### config.mk
export PLATFORM = sky130hd
export DESIGN_NAME = beep_sequencer
export DESIGN_NICKNAME = d
export VERILOG_FILES = /design/src/rtl/beep_sequencer.sv
export SDC_FILE = /design/constraint.sdc
export NUM_CORES = 1
export LEC_CHECK = 0
export CAP_MARGIN = 30
export CORE_ASPECT_RATIO = 1.25
export CORE_MARGIN = 10
export CORE_UTILIZATION = 57
export CTS_CLUSTER_SIZE = 12
export DETAILED_ROUTE_END_ITERATION = 10
export DONT_BUFFER_PORTS = 1
export PLACE_DENSITY = 0.75
export SYNTH_ARGS = -nofsm -noshare
export SYNTH_HDL_FRONTEND = slang
export SYNTH_SLANG_ARGS = --single-unit
### constraint.sdc
create_clock -name clk -period 2.3 [get_ports clk]
set_input_delay 0 -clock clk [delete_from_list [all_inputs] [get_ports clk]]
set_output_delay 0 -clock clk [all_outputs]
set_load 0.005 [all_outputs]
### src/rtl/beep_sequencer.sv
// Piezo buzzer arbiter: plays the fixed note sequence for apple, poison and
// die events. A higher-priority request pre-empts, the same source retriggers.
module beep_sequencer #(
    parameter int unsigned HP_W      = 16,
    parameter int unsigned LEN_W     = 22,
    parameter int unsigned HP_APPLE  = 6250,
    parameter int unsigned HP_POISON = 25000,
    parameter int unsigned HP_DIE1   = 12500,
    parameter int unsigned HP_DIE2   = 17857,
    parameter int unsigned HP_DIE3   = 31250,
    parameter int unsigned NOTE_CYC  = 2500000,
    parameter int unsigned GAP_CYC   = 1250000
) (
    input  logic       clk,
    input  logic       rst_n,
    input  logic       req_apple,
    input  logic       req_poison,
    input  logic       req_die,
    input  logic       mute,
    output logic       beep,
    output logic       busy,
    output logic [1:0] active_id,
    output logic       done
);

    typedef enum logic [1:0] {
        IDLE = 2'd0,
        PLAY = 2'd1,
        GAP  = 2'd2
    } state_t;

    localparam logic [HP_W-1:0]  HP_APPLE_LAST  = HP_W'(HP_APPLE - 1);
    localparam logic [HP_W-1:0]  HP_POISON_LAST = HP_W'(HP_POISON - 1);
    localparam logic [HP_W-1:0]  HP_DIE1_LAST   = HP_W'(HP_DIE1 - 1);
    localparam logic [HP_W-1:0]  HP_DIE2_LAST   = HP_W'(HP_DIE2 - 1);
    localparam logic [HP_W-1:0]  HP_DIE3_LAST   = HP_W'(HP_DIE3 - 1);
    localparam logic [LEN_W-1:0] NOTE_LAST      = LEN_W'(NOTE_CYC - 1);
    localparam logic [LEN_W-1:0] GAP_LAST       = LEN_W'(GAP_CYC - 1);

    state_t            state, state_nxt;
    logic [1:0]        id, id_nxt;
    logic [1:0]        note_idx, idx_nxt;
    logic [HP_W-1:0]   hc, hc_nxt;
    logic [LEN_W-1:0]  nc, nc_nxt;
    logic              tone, tone_nxt;
    logic              beep_nxt;
    logic              done_nxt;

    logic [1:0]        winner;
    logic              accept;
    logic [HP_W-1:0]   hp_last;
    logic              last_note;

    always_comb begin
        winner = 2'd0;
        if (req_die)
            winner = 2'd3;
        else if (req_poison)
            winner = 2'd2;
        else if (req_apple)
            winner = 2'd1;
    end

    // id is 0 in IDLE, so ">=" also covers retrigger of the playing source
    assign accept = (winner != 2'd0) && ((state == IDLE) || (winner >= id));

    always_comb begin
        hp_last = HP_APPLE_LAST;
        case (id)
            2'd2: hp_last = HP_POISON_LAST;
            2'd3: begin
                case (note_idx)
                    2'd0:    hp_last = HP_DIE1_LAST;
                    2'd1:    hp_last = HP_DIE2_LAST;
                    default: hp_last = HP_DIE3_LAST;
                endcase
            end
            default: hp_last = HP_APPLE_LAST;
        endcase
    end

    // Apple has 1 note, poison 2, die 3: the last index is always id-1
    assign last_note = (note_idx == (id - 2'd1));

    always_comb begin
        state_nxt = state;
        id_nxt    = id;
        idx_nxt   = note_idx;
        hc_nxt    = hc;
        nc_nxt    = nc;
        tone_nxt  = tone;
        done_nxt  = 1'b0;

        case (state)
            IDLE: begin
                hc_nxt   = '0;
                nc_nxt   = '0;
                tone_nxt = 1'b0;
            end
            PLAY: begin
                if (hc == hp_last) begin
                    hc_nxt   = '0;
                    tone_nxt = ~tone;
                end else begin
                    hc_nxt = hc + 1'b1;
                end
                if (nc == NOTE_LAST) begin
                    nc_nxt   = '0;
                    hc_nxt   = '0;
                    tone_nxt = 1'b0;
                    if (last_note) begin
                        state_nxt = IDLE;
                        done_nxt  = 1'b1;
                        id_nxt    = 2'd0;
                        idx_nxt   = 2'd0;
                    end else begin
                        state_nxt = GAP;
                    end
                end else begin
                    nc_nxt = nc + 1'b1;
                end
            end
            GAP: begin
                hc_nxt   = '0;
                tone_nxt = 1'b0;
                if (nc == GAP_LAST) begin
                    state_nxt = PLAY;
                    idx_nxt   = note_idx + 2'd1;
                    nc_nxt    = '0;
                end else begin
                    nc_nxt = nc + 1'b1;
                end
            end
            default: begin
                state_nxt = IDLE;
                id_nxt    = 2'd0;
                idx_nxt   = 2'd0;
                hc_nxt    = '0;
                nc_nxt    = '0;
                tone_nxt  = 1'b0;
            end
        endcase

        // A new request overrides everything above, including a completion
        if (accept) begin
            state_nxt = PLAY;
            id_nxt    = winner;
            idx_nxt   = 2'd0;
            hc_nxt    = '0;
            nc_nxt    = '0;
            tone_nxt  = 1'b0;
            done_nxt  = 1'b0;
        end

        beep_nxt = tone_nxt & ~mute & (state_nxt == PLAY);
    end

    always_ff @(posedge clk) begin
        if (!rst_n) begin
            state    <= IDLE;
            id       <= '0;
            note_idx <= '0;
            hc       <= '0;
            nc       <= '0;
            tone     <= 1'b0;
            beep     <= 1'b0;
            done     <= 1'b0;
        end else begin
            state    <= state_nxt;
            id       <= id_nxt;
            note_idx <= idx_nxt;
            hc       <= hc_nxt;
            nc       <= nc_nxt;
            tone     <= tone_nxt;
            beep     <= beep_nxt;
            done     <= done_nxt;
        end
    end

    assign busy      = (state != IDLE);
    assign active_id = id;

endmodule
### Yosys cells after proc, flatten, opt, wreduce, memory -nomap -nowiden

Index checks and enable logic that the tools add are counted.

| storage, ports and cells | value |
|---|---|
| input port bits | 6 |
| memory bits (writable) | 0 |
| word-level logic and storage cells | 73 |
| memory bits (read-only) | 0 |
| memories kept | 0 |
| bits in latches | 0 |
| register bits | 47 |
| output and inout port bits | 5 |

| operators by class | value |
|---|---|
| $lt $le $gt $ge | 1 |
| bitwise logic cells | 8 |
| equality and inequality tests | 16 |
| add/sub/neg operators | 4 |
| shifts and indexed selects | 0 |
| multiplexer cells | 24 |
| reduce and logical (&&, ||, !) cells | 12 |
| divide/modulo/power cells | 0 |
| multiply operators | 0 |

Operators by type and width:

| operator | number |
|---|---|
| $pmux W15 S2 | 2 |
| $mux W22 | 2 |
| $pmux W22 S2 | 1 |
| $add A22 B1 Y22 const B | 1 |
| $eq A22 B21 Y1 const B | 1 |
| $eq A22 B22 Y1 const B | 1 |
| $mux W2 | 10 |
| $add A16 B1 Y16 const B | 1 |
| $eq A16 B16 Y1 | 1 |
| $pmux W2 S3 | 2 |
| $eq A2 B1 Y1 const B | 3 |
| $eq A2 B2 Y1 const B | 3 |
| $mux W1 | 6 |
| $ne A2 B2 Y1 const B | 3 |
| $ne A3 B3 Y1 const B | 2 |
| $not A1 Y1 | 6 |
| $reduce_or A5 Y1 | 1 |
| $logic_not A2 Y1 | 2 |
| $pmux W2 S2 | 1 |
| $reduce_and A4 Y1 | 1 |
| $reduce_bool A2 Y1 | 2 |
| $reduce_or A2 Y1 | 2 |
| $reduce_or A4 Y1 | 1 |
| $reduce_and A3 Y1 | 1 |
| 8 further kinds | 9 |

### Logic depth before layout (Yosys ltp)

| logic depth | value |
|---|---|
| depth in word-level cells | 10 |
| mapped depth | 11 |
| gate-level depth less buffers | 9 |

### Least setup slack after synthesis

No wires, ideal clock.

| path | value |
|---|---|
| path kind | register -> register |
| from | register id[0] (netlist: active_id[0]) |
| to | register hc[13] |
| cell stages (with the launch flop) | 12 |
| setup time | 0.121 ns |
| data required time | 2.179 ns |
| period minus slack after synthesis | 2.320 ns |
| path slack | -0.020 ns |
| arrival time | 2.199 ns |
| buffers on the path | 3 |
| path through | dfxtp_1 > inv_1 > ha_1 > buf_2 > buf_6 > nand2_1 > o21ai_1 > a2111oi_2 > nand3_2 > nor3_2 > buf_2 > nor3_1 |

| on the way | value |
|---|---|
| cells in the longest elaborated chain, start to end | 4 |
| elaborated cells on any way between the ends | 8 |
| classes of those cells | order compare (1); eq/ne (3); mux (1); reduce/logical (3) |

Ends and longest elaborated chain:

| element | line | source |
|---|---|---|
| start: declaration | 41 | `logic [1:0] id, id_nxt;` |
| start signal: assignment | 170 | `id <= id_nxt;` |
| $eq A2 B2 Y1 / $ge A2 B2 Y1 (equally long branches) | 69, 65 |  |
| $pmux W15 S2 / $logic_or A1 B1 Y1 (equally long branches) | 69, 65 |  |
| $eq A16 B16 Y1 / $logic_and A1 B1 Y1 (equally long branches) | 101, 65 |  |
| $reduce_or A5 Y1 (no source line) * | -- |  |
| end signal: assignment | 172 | `hc <= hc_nxt;` |
| end: declaration | 43 | `logic [HP_W-1:0] hc, hc_nxt;` |

Mark *: on every way between the ends. The rest lies on a longest branch, timed or not.
A chain may end at the register's enable or synchronous reset.

### Worst setup path after layout

| path | value |
|---|---|
| from | register id[0] (netlist: active_id[0]) |
| to | register beep |

| on the way | value |
|---|---|
| cells in the longest elaborated chain, start to end | 9 |
| elaborated cells on any way between the ends | 20 |
| classes of those cells | add/sub (1); order compare (1); eq/ne (5); mux (9); bitwise (2); reduce/logical (2) |

Ends and longest elaborated chain:

| element | line | source |
|---|---|---|
| $eq A2 B2 Y1 | 69 | `case (id)` |
| $pmux W15 S2 | 69 |  |
| $eq A16 B16 Y1 | 101 | `if (hc == hp_last) begin` |
| $mux W1 | 101 |  |
| $mux W1 | 107 | `if (nc == NOTE_LAST) begin` |
| $mux W1 | 94 | `case (state)` |
| $mux W1 | 145 | `if (accept) begin` |
| $and A1 B1 Y1 | 155 | `beep_nxt = tone_nxt & ~mute & (state_nxt == PLAY);` |
| $and A1 B1 Y1 * | 155 |  |
| end signal: assignment | 175 | `beep <= beep_nxt;` |
| end: declaration | 20 | `output logic beep,` |

Marked as above.

==> summary.txt <==
hold path start -> req_apple
total CTS buffers -> 5
post-synth cell types -> 63
antenna diode count -> 0
status -> finished, final reports clean
max cap viols -> 0
Die Y -> 97.66 microns
vias in the first global route -> 2222
nets -> 361
Clk Latency, worst-skew pair -> 300 ps
pwr dens -> 523.9 nW/um^2
Clock Tree Root -> clkbuf_8
Reg clk slew, reported paths -> 90 ps
DR vias -> 2341
core footprint -> 4695 sq um
Post-synth EDFFs -> 0
Synth Warn # -> 0
WHS -> 24.86 ps
cell area after synthesis -> 2750 sq um
Total Wirelength -> 6010 microns
synthesis-to-finish area growth -> 16.06%
Initial Util -> 58.58%
cell taking the most area after synthesis -> dfxtp_1
R2R depth -> 8
worst path required time -> 2530 ps
clk_skew -> 9.536 ps
Worst R2R Setup Slack -> 60 ps
TritonCTS clock tree -> built
sequential cell area fraction in the yosys report -> 34.21%
setup tns final -> 0 ps
Crit. End Element -> flip-flop
worst vdd ir -> 409.3 uV
Critical Path Source Type -> flip-flop
clock sinks -> 47
Avg Synthesized Cell Area -> 8.621 sq um
fraction of registers with async set/reset -> 0%
GRT Overall Usage -> 15.07%
hold path endpoint -> note_idx[1]
Finished Layout Cells -> 401
Hold Path Class -> in -> reg
Iter 0 DRT Violations -> 83
initial antenna violation count -> 0
static leakage -> 1.086 nW
post-DP HPWL -> 4363 microns
Via density -> 5.838
# H-tree levels -> 2
drt pass-1 iters -> 4
Mapped Cells -> 319
flops & latches, synth -> 47
global-route wire length before repair -> 9825 microns
fin crit share -> 97.54%
prevailing post-synth register cell -> dfxtp_1
placed cells -> 388
fin crit period -> 2243 ps
Max Clock Freq -> 445.7 MHz
Synth area leaders -> dfxtp_1 (34%), xor2_1 (7.3%), ha_1 (6.8%)
hold path cells -> 3
largest net degree at the start of global routing -> 23
final setup vio count -> 0
Max-Slew Margin vs Limit -> 65.50%
layout cells sized above 1 -> 18.18%
post-route cell area -> 3192 sq um
IO Port Bufs -> 0
die area -> 8020 sq um
area fraction of the dominant cell type after synthesis -> 34.21%
row count -> 28
Critical Path AT -> 2470 ps
reg-to-reg endpoint -> beep
DP Area -> 2939 sq um
fin. max-slew vios -> 0
worst-margin pin slew -> 514.4 ps
clk buf depth -> 2
number of hold violations in the final report -> 0
GR Overflow Total -> 0
CP Max Fanout -> 14
Die Wd -> 82.13 microns
Reg-to-Reg Start -> active_id[0]
Final GP Congestion -> 0.8404
Setup CP Type -> reg -> reg
# DRC -> 0
I/O pins -> 11
syn nets -> 340
most frequent cells in the layout -> nor2_1 (44), dfxtp_1 (44), xor2_1 (23), nor3_1 (22), buf_4 (19)
antenna viol nets, final -> 0
WL/cell -> 14.99 microns
through the flow:
step / worst slack, ps / util [%] / power [W]
floorplan: -9.959 / - / 0.0009722
global placement: -14.17 / 62.61 / 0.001009
detailed placement: -142.9 / 62.61 / 0.001014
CTS: 4.633 / 66.82 / 0.001683
global route: -40.79 / 67.99 / 0.001739
finish: 56.52 / 67.99 / 0.001672
power breakdown:
group	internal [W]	switching, W	leakage, nW
registers	0.000821	0.00000986	0.380
clock network	0.000358	0.000290	0.0618
logic	0.0000918	0.000102	0.644
flip-flops by register name, summed over array words and instances (netlist names):
name	cells
hc	16
done	1
active_id	2
beep	1
note_idx	2
tone	1
state	2
nc	22
routing by layer:
layer  vias up  part of all wire (%)  GRT usage, %
met3        13                   2.5         2.870
met2        31                    54         26.66
li1       1174                     -             -
met4         0                   2.2         7.874
met5         -                     0             0
met1      1123                    41         15.94
layout make-up:
class                   instances  area, sq um
clock buffers                   6        82.58
clock inverters                 2        38.79
fillers                       379         1503
inverters                      16        60.06
multi-input cells             245         1768
flip-flops and latches         47        944.7
well taps                      60        75.07
repair buffers                 25        222.7
cell usage after synthesis (all sizes together), types with 2 or more instances:
cell and n:
a211oi 5, a21o 2, a21oi 5, a2bb2oi 2
a31o 2, a31oi 3, and3 6, and4 5
buf 8, clkbuf 3, dfxtp 47, ha 15
inv 16, nand2 17, nand2b 4, nand3 17
nand3b 2, nand4 10, nor2 44, nor3 23
nor3b 3, nor4 6, nor4b 4, o211ai 2
o21ai 5, o21bai 2, or2 3, or4 2
xnor2 16, xor2 23
worst max-delay path: stages (launching register included):
cell      delay, ps
dfxtp_2         390
inv_1            80
ha_4            210
nand2b_1        170
nor4_2          170
inv_1            80
a2111o_1        440
or4_1           430
a21oi_1         200
cell families (layout without fill, tap and decap cells):
logic type	Yosys count	count (layout)	share of synthesized area, %
AND/OR/NAND/NOR	149	149	29.80
flip-flops	47	47	34.21
AO/OA/AOI/OAI	40	40	11.33
XOR/XNOR	39	39	12.42
buffers and inverters	27	49	4.640
adder cells (fa/ha/maj)	15	15	6.824
multiplexers	2	2	0.7734
repair_timing:
action,in CTS,in global routing
endpoints found under the hold margin,5,0
hold buffers,4,0
setup endpoints to repair,18,44
pin swaps,0,4
buffers inserted,0,1
gates resized for setup,7,12
worst max path at each step:
stage | slack, ps | endpoint | from | depth (start not counted)
2_1_floorplan | -10 | beep | active_id[0] | 10
3_3_place_gp | -10 | beep | active_id[1] | 7
5_1_grt | -40 | beep | active_id[0] | 8
4_1_cts | 5 | beep | note_idx[1] | 8
6_report | 60 | beep | active_id[0] | 8
3_5_place_dp | -140 | beep | active_id[1] | 7
(Power assumes the default switching activity.)
